===== src/rtl/img_rom_pkg.sv =====
`default_nettype none
// ============================================================================
// Module   : img_rom_pkg
// Purpose  : Shared types and constants for the picture-ROM read initiator.
//            ROM_OUTREG_EN selects the two-cycle ROM read latency.
// Revision : 1.0 - initial release
// ============================================================================
package img_rom_pkg;

    typedef enum logic [1:0] {
        IDLE  = 2'd0,
        RUN   = 2'd1,
        DRAIN = 2'd2
    } state_t;

    localparam int FIFO_DEPTH = 4;

`ifdef ROM_OUTREG_EN
    localparam int ROM_LAT = 2;
`else
    localparam int ROM_LAT = 1;
`endif

    localparam int PIX_WIDTH = 24;

    typedef struct packed {
        logic [PIX_WIDTH-1:0] data;
        logic                 sof;
        logic                 eol;
        logic                 eof;
    } pix_t;

endpackage
`default_nettype wire


===== src/rtl/img_rom_fifo.sv =====
`default_nettype none
// ============================================================================
// Module   : img_rom_fifo
// Purpose  : Four-entry show-ahead FIFO of tagged pixels with occupancy count.
// Revision : 1.0 - initial release
// ============================================================================
module img_rom_fifo
    import img_rom_pkg::*;
(
    input  logic                          clk,
    input  logic                          rst,
    input  logic                          i_push,
    input  pix_t                          i_data,
    input  logic                          i_pop,
    output pix_t                          o_head,
    output logic [$clog2(FIFO_DEPTH):0]   o_count
);

    localparam int c_PTR_W = $clog2(FIFO_DEPTH);

    pix_t               r_mem [FIFO_DEPTH];
    logic [c_PTR_W-1:0] r_wptr;
    logic [c_PTR_W-1:0] r_rptr;
    logic [c_PTR_W:0]   r_count;
    logic               w_pop;

    // Popping an empty FIFO is a no-op so the pointers never run ahead.
    assign w_pop = i_pop && (r_count != '0);

    always_ff @(posedge clk or posedge rst) begin
        if (rst) begin
            for (int i = 0; i < FIFO_DEPTH; i++) begin
                r_mem[i] <= '0;
            end
            r_wptr  <= '0;
            r_rptr  <= '0;
            r_count <= '0;
        end else begin
            if (i_push) begin
                r_mem[r_wptr] <= i_data;
                r_wptr        <= r_wptr + c_PTR_W'(1);
            end
            if (w_pop) begin
                r_rptr <= r_rptr + c_PTR_W'(1);
            end
            if (i_push && !w_pop) begin
                r_count <= r_count + (c_PTR_W + 1)'(1);
            end else if (!i_push && w_pop) begin
                r_count <= r_count - (c_PTR_W + 1)'(1);
            end
        end
    end

    assign o_head  = r_mem[r_rptr];
    assign o_count = r_count;

endmodule
`default_nettype wire


===== src/rtl/img_rom_reader.sv =====
`default_nettype none
// ============================================================================
// Module   : img_rom_reader
// Purpose  : Sweeps the picture ROM and streams tagged pixels with back-pressure.
//            ROM_OUTREG_EN (define) matches a ROM with its output register on.
// Revision : 1.0 - initial release
// ============================================================================
module img_rom_reader
    import img_rom_pkg::*;
#(
    parameter int ADDR_WIDTH = 16,
    parameter int DATA_WIDTH = 24,
    parameter int IMG_W      = 256,
    parameter int IMG_H      = 256
) (
    input  logic                  clk,
    input  logic                  rst,
    input  logic                  start,
    output logic                  busy,
    output logic                  done,
    output logic [ADDR_WIDTH-1:0] rom_addr,
    input  logic [DATA_WIDTH-1:0] rom_data,
    output logic                  m_valid,
    input  logic                  m_ready,
    output logic [DATA_WIDTH-1:0] m_data,
    output logic                  m_sof,
    output logic                  m_eol,
    output logic                  m_eof
);

    localparam int                    c_COL_W     = $clog2(IMG_W);
    localparam int                    c_CNT_W     = $clog2(FIFO_DEPTH) + 1;
    localparam logic [ADDR_WIDTH-1:0] c_LAST_ADDR = ADDR_WIDTH'(IMG_W * IMG_H - 1);
    localparam logic [c_COL_W-1:0]    c_LAST_COL  = c_COL_W'(IMG_W - 1);

    state_t                r_state;
    state_t                w_state_nxt;
    logic [ADDR_WIDTH-1:0] r_addr;
    logic [c_COL_W-1:0]    r_col;
    logic                  r_done;
    logic [ROM_LAT-1:0]    r_trk_vld;
    logic [2:0]            r_trk_tag [ROM_LAT];
    logic [c_CNT_W-1:0]    w_fifo_cnt;
    logic [c_CNT_W-1:0]    w_inflight;
    logic                  w_issue;
    logic                  w_last_issue;
    logic                  w_pop;
    logic                  w_eof_hs;
    logic                  w_to_idle;
    pix_t                  w_push_pix;
    pix_t                  w_head;

    always_comb begin
        w_inflight = '0;
        for (int i = 0; i < ROM_LAT; i++) begin
            w_inflight = w_inflight + c_CNT_W'(r_trk_vld[i]);
        end
    end

    // Credit uses registered occupancy only; a pop this cycle frees space next cycle.
    assign w_issue      = (r_state == RUN) &&
                          ((w_fifo_cnt + w_inflight) < c_CNT_W'(FIFO_DEPTH));
    assign w_last_issue = w_issue && (r_addr == c_LAST_ADDR);
    assign w_pop        = m_valid && m_ready;
    assign w_eof_hs     = w_pop && w_head.eof;
    assign w_to_idle    = (r_state != IDLE) && (w_state_nxt == IDLE);

    always_ff @(posedge clk or posedge rst) begin
        if (rst) begin
            r_state <= IDLE;
        end else begin
            r_state <= w_state_nxt;
        end
    end

    always_comb begin
        w_state_nxt = r_state;
        case (r_state)
            IDLE:    if (start)        w_state_nxt = RUN;
            RUN:     if (w_last_issue) w_state_nxt = DRAIN;
            DRAIN:   if (w_eof_hs)     w_state_nxt = IDLE;
            default:                   w_state_nxt = IDLE;
        endcase
    end

    // The last address is held until the frame completes, then rewinds to 0.
    always_ff @(posedge clk or posedge rst) begin
        if (rst) begin
            r_addr <= '0;
            r_col  <= '0;
            r_done <= 1'b0;
        end else begin
            r_done <= (r_state == DRAIN) && w_eof_hs;
            if (w_to_idle) begin
                r_addr <= '0;
                r_col  <= '0;
            end else if (w_issue) begin
                if (!w_last_issue) begin
                    r_addr <= r_addr + ADDR_WIDTH'(1);
                end
                r_col <= (r_col == c_LAST_COL) ? '0 : r_col + c_COL_W'(1);
            end
        end
    end

    // Tracker stage k mirrors the ROM pipeline; tags are {sof, eol, eof}.
    always_ff @(posedge clk or posedge rst) begin
        if (rst) begin
            r_trk_vld <= '0;
            for (int i = 0; i < ROM_LAT; i++) begin
                r_trk_tag[i] <= '0;
            end
        end else begin
            r_trk_vld[0] <= w_issue;
            r_trk_tag[0] <= {r_addr == '0, r_col == c_LAST_COL, r_addr == c_LAST_ADDR};
            for (int i = 1; i < ROM_LAT; i++) begin
                r_trk_vld[i] <= r_trk_vld[i-1];
                r_trk_tag[i] <= r_trk_tag[i-1];
            end
        end
    end

    always_comb begin
        w_push_pix      = '0;
        w_push_pix.data = PIX_WIDTH'(rom_data);
        w_push_pix.sof  = r_trk_tag[ROM_LAT-1][2];
        w_push_pix.eol  = r_trk_tag[ROM_LAT-1][1];
        w_push_pix.eof  = r_trk_tag[ROM_LAT-1][0];
    end

    img_rom_fifo u_fifo (
        .clk     (clk),
        .rst     (rst),
        .i_push  (r_trk_vld[ROM_LAT-1]),
        .i_data  (w_push_pix),
        .i_pop   (w_pop),
        .o_head  (w_head),
        .o_count (w_fifo_cnt)
    );

    assign busy     = (r_state != IDLE);
    assign done     = r_done;
    assign rom_addr = r_addr;
    assign m_valid  = (w_fifo_cnt != '0);
    assign m_data   = DATA_WIDTH'(w_head.data);
    assign m_sof    = w_head.sof;
    assign m_eol    = w_head.eol;
    assign m_eof    = w_head.eof;

endmodule
`default_nettype wire

===== config.mk =====
export PLATFORM = sky130hd
export DESIGN_NAME = img_rom_reader
export DESIGN_NICKNAME = d
export VERILOG_FILES = /design/src/rtl/img_rom_pkg.sv /design/src/rtl/img_rom_fifo.sv /design/src/rtl/img_rom_reader.sv
export SDC_FILE = /design/constraint.sdc
export NUM_CORES = 1
export LEC_CHECK = 0
export ABC_AREA = 0
export CAP_MARGIN = 20
export CORE_UTILIZATION = 33
export DETAILED_ROUTE_END_ITERATION = 12
export SKIP_CTS_REPAIR_TIMING = 1
export SLEW_MARGIN = 20
export SYNTH_ARGS = -nofsm -noshare
export SYNTH_HDL_FRONTEND = slang
export SYNTH_SLANG_ARGS = --single-unit

===== constraint.sdc =====
create_clock -name clk -period 6.09 [get_ports clk]
set_clock_uncertainty 0.1 [all_clocks]
set_input_delay 0.609 -clock clk [delete_from_list [all_inputs] [get_ports clk]]
set_output_delay 0.609 -clock clk [all_outputs]
set_load 0.01 [all_outputs]

==> impl_results.md <==
* Crit path capture type: output pin
* Post-DRT Antenna Nets at 0
* Vias in the first global route at ~4500
* Crit path buffers/inverters at 1
* Max Clk Rate at 0.322 GHz
* Share of cells above drive strength 1 at roughly 32%
* Routability cong. at between 0.7 and 0.8
* Final setup fails at 0
* Fin. Hold Viols at 0
* Post-synth top area share at 55.0%
* Total Nets Final at between 500 and 600
* Rel. slew slack at between 40% and 50%
* Die H at about 140 microns
* GR Util met3 at under 10%
* Count leader, synth: dfrtp_1
* Synth Area in Simple Gates at 7.50%
* Clock Latency Late Sink at around 410 ps
* Synth Flop Type: dfrtp_1
* Clock slew at reported path FFs at ~60 ps
* Cell count after synthesis at between 400 and 500
* Tot GR Track Use at 15.1%
* Post-synthesis sequential area ratio at 55.0%
* Area Growth Syn to Fin at 24.3%
* Initial Utilization at between 30% and 40%
* Worst-Margin Slew at 826 ps
* Peak supply drop at 0.228 mV
* Post-synth EDFFs at 0
* IO buf count at 73
* Longest Clk Path Bufs at 2
* Multiplexer share of the synthesized area at between 20% and 30%
* Filler cell count at between 1500 and 2000
* Synth Area in Compound Gates at 4.47%
* Largest net degree at the start of global routing at just over 90
* Critical path peak fanout at 31
* Fin crit share at between 50% and 60%
* Cell Pwr Density at 547 mW/mm^2
* Die ar. at 0.0207 sq mm
* Arrival @ worst endpoint at approximately 2400 ps
* Syn. warnings at 0
* Largest cells by area after synthesis: dfrtp_1 (55%), mux2_2 (18%), mux4_2 (8.8%)
* RSZ-0062 raised after global routing: no
* Design Area, Final at between 0.008 and 0.009 sq mm
* Initial antenna violation count at 0
* Final Max Slew Viols at 0
* Synth Area per Inst at 14.0 sq um
* CP cell instances: mux4_2, clkdlybuf4s50_1
* Met1 Use GR at between 10% and 20%
* Syn Nets at slightly above 500
* Vias at around 4300
* Adder-cell share of the synthesized area at 1.81%
* HPWL Detailed at 9350 microns
* Largest family of logic cells by synthesized area: multiplexers
* Row count at 51
* Post-synth cell types at 44
* Drc violations at 0
* DR iter-0 viols at ~190
* Post-Syn Area at 0.00664 sq mm
* GR Util met2 at around 25%
* Commonest cells post-synth: dfrtp_1 (146), mux2_2 (109), mux4_2 (26), nand2_1 (21), a21oi_1 (18)
* Via/cell ratio at ~5.2
* CTS tree: yes
* Root Buffer: clkbuf_16
* Post-synthesis xor/xnor area fraction at 1.19%
* CP startpoint kind: flip-flop
* CTS sink cnt at roughly 150
* Synth area leader: dfrtp_1
* Top delay family on crit path: flip-flops
* Antenna Cells at 0
* Worst path max stage delay at 850 ps
* Routed len/inst at between 15 and 20 microns
* Die X at roughly 140 microns
* TNS Setup at 0 ps
* Critical path class: flip-flop to output pin
* Max-cap violations at 0
* # IOs at 74
* Post-synth ARST share at between 90% and 100%
* Lkg Pwr at about 3.4 nW
* First-pass GRT wire length at ~23000 microns
* H-tree depth reported by CTS at 4
* Routed wire length at between 10000 and 15000 microns
* Grt peak-use layer: met2
* Drt first pass iters at 5
* GR Overflow Total at 0
* #FFs+latches synth at ~150
* Placed cell areas at around 0.0077 sq mm
* Minimum clock period at 3110 ps
* Hold WC Path Type: flip-flop to flip-flop
* Core ar. at 0.0196 sq mm
* Critical path data required time at 5380 ps
* Crit-path slowest cell: dfrtp_4
* Total CTS buffers at 17
* Outcome: finished, final reports clean
[cell type report]
type	count	area (sq um)	area share [%]
clock buffers	22	474	5.75
clock inverters	9	106	1.29
inverters	14	57.6	0.697
multi-input cells	294	2850	34.5
flip-flops and latches	146	3660	44.3
well taps	265	332	4.02
repair buffers	79	776	9.40
[cells by family after synthesis]
logic type | after synthesis
AOI/OAI and AO/OA | 47
xor gates and xnor gates | 9
adders and majority gates | 9
buffers and inverters | 35
DFF | 146
muxes | 139
and+or+nand+nor | 90
[per-layer routing]
layer,share of wire (%),vias to the layer above
met5,0,-
met4,1.1,0
met3,3.8,19
met1,46,2227
met2,49,99
li1,-,1927
[registers in the layout, summed over array words and instances (netlist names)]
name / flops
r_col: 8
u_fifo.o_count: 3
done: 1
r_trk_tag: 3
u_fifo.r_wptr: 2
u_fifo.r_mem: 108
r_state: 2
rom_addr: 16
u_fifo.r_rptr: 2
r_trk_vld: 1
[through the flow]
stage,worst slack (ps),total power [mW],hold slack (ps),instances,util [%]
detailed placement,2930,3.54,387,798,39.1
global placement,3000,3.44,381,798,39.1
global route,2830,4.80,411,829,42.1
finish,2980,4.52,400,829,42.1
CTS,2910,4.58,401,829,42.1
floorplan,1460,2.82,369,475,-
[placed cells by master, fill, tap and decap left out, types with 2 or more instances in the layout]
cell	n
mux2_2	109
dfrtp_1	145
clkdlybuf4s50_1	73
clkinv_4	3
or4_1	7
mux2i_1	4
o2111ai_1	2
or2_2	3
xor2_1	5
o31ai_1	9
nor2b_1	3
o21a_1	2
nand3_1	8
clkbuf_1	2
o21ai_2	2
bufinv_16	2
nand2_1	21
clkbuf_16	17
buf_4	6
nand3b_1	2
a31o_2	2
and4_1	5
nor4_1	4
clkinv_2	4
o21ai_0	8
ha_1	8
nor3_1	4
nand4_1	8
mux4_2	26
a21oi_1	18
inv_1	12
xnor2_1	4
nor2_1	13
and3_1	3
clkbuf_8	3
[power breakdown]
group          switching, mW  total, mW  internal, mW
Sequential             0.320       1.70          1.38
Combinational          0.707       1.79          1.08
Clock                  0.392       1.02         0.632
[path summary, 6_finish.rpt]
| check | from | to | slack (ps) | cells past startpoint |
|---|---|---|---|---|
| max | u_fifo.r_rptr[0] | m_sof | 2980 | 2 |
| min | u_fifo.r_mem[53] | u_fifo.r_mem[53] | 400 | 1 |
| max reg2reg | u_fifo.r_rptr[1] | rom_addr[10] | 3100 | 6 |
| min reg2reg | u_fifo.r_mem[53] | u_fifo.r_mem[53] | 400 | 1 |
| max in group asynchronous | rst | u_fifo.r_mem[96] | 4030 | 3 |
| min in group asynchronous | rst | u_fifo.r_mem[28] | 620 | 2 |
Note: power is estimated with default switching activity, not from simulation.
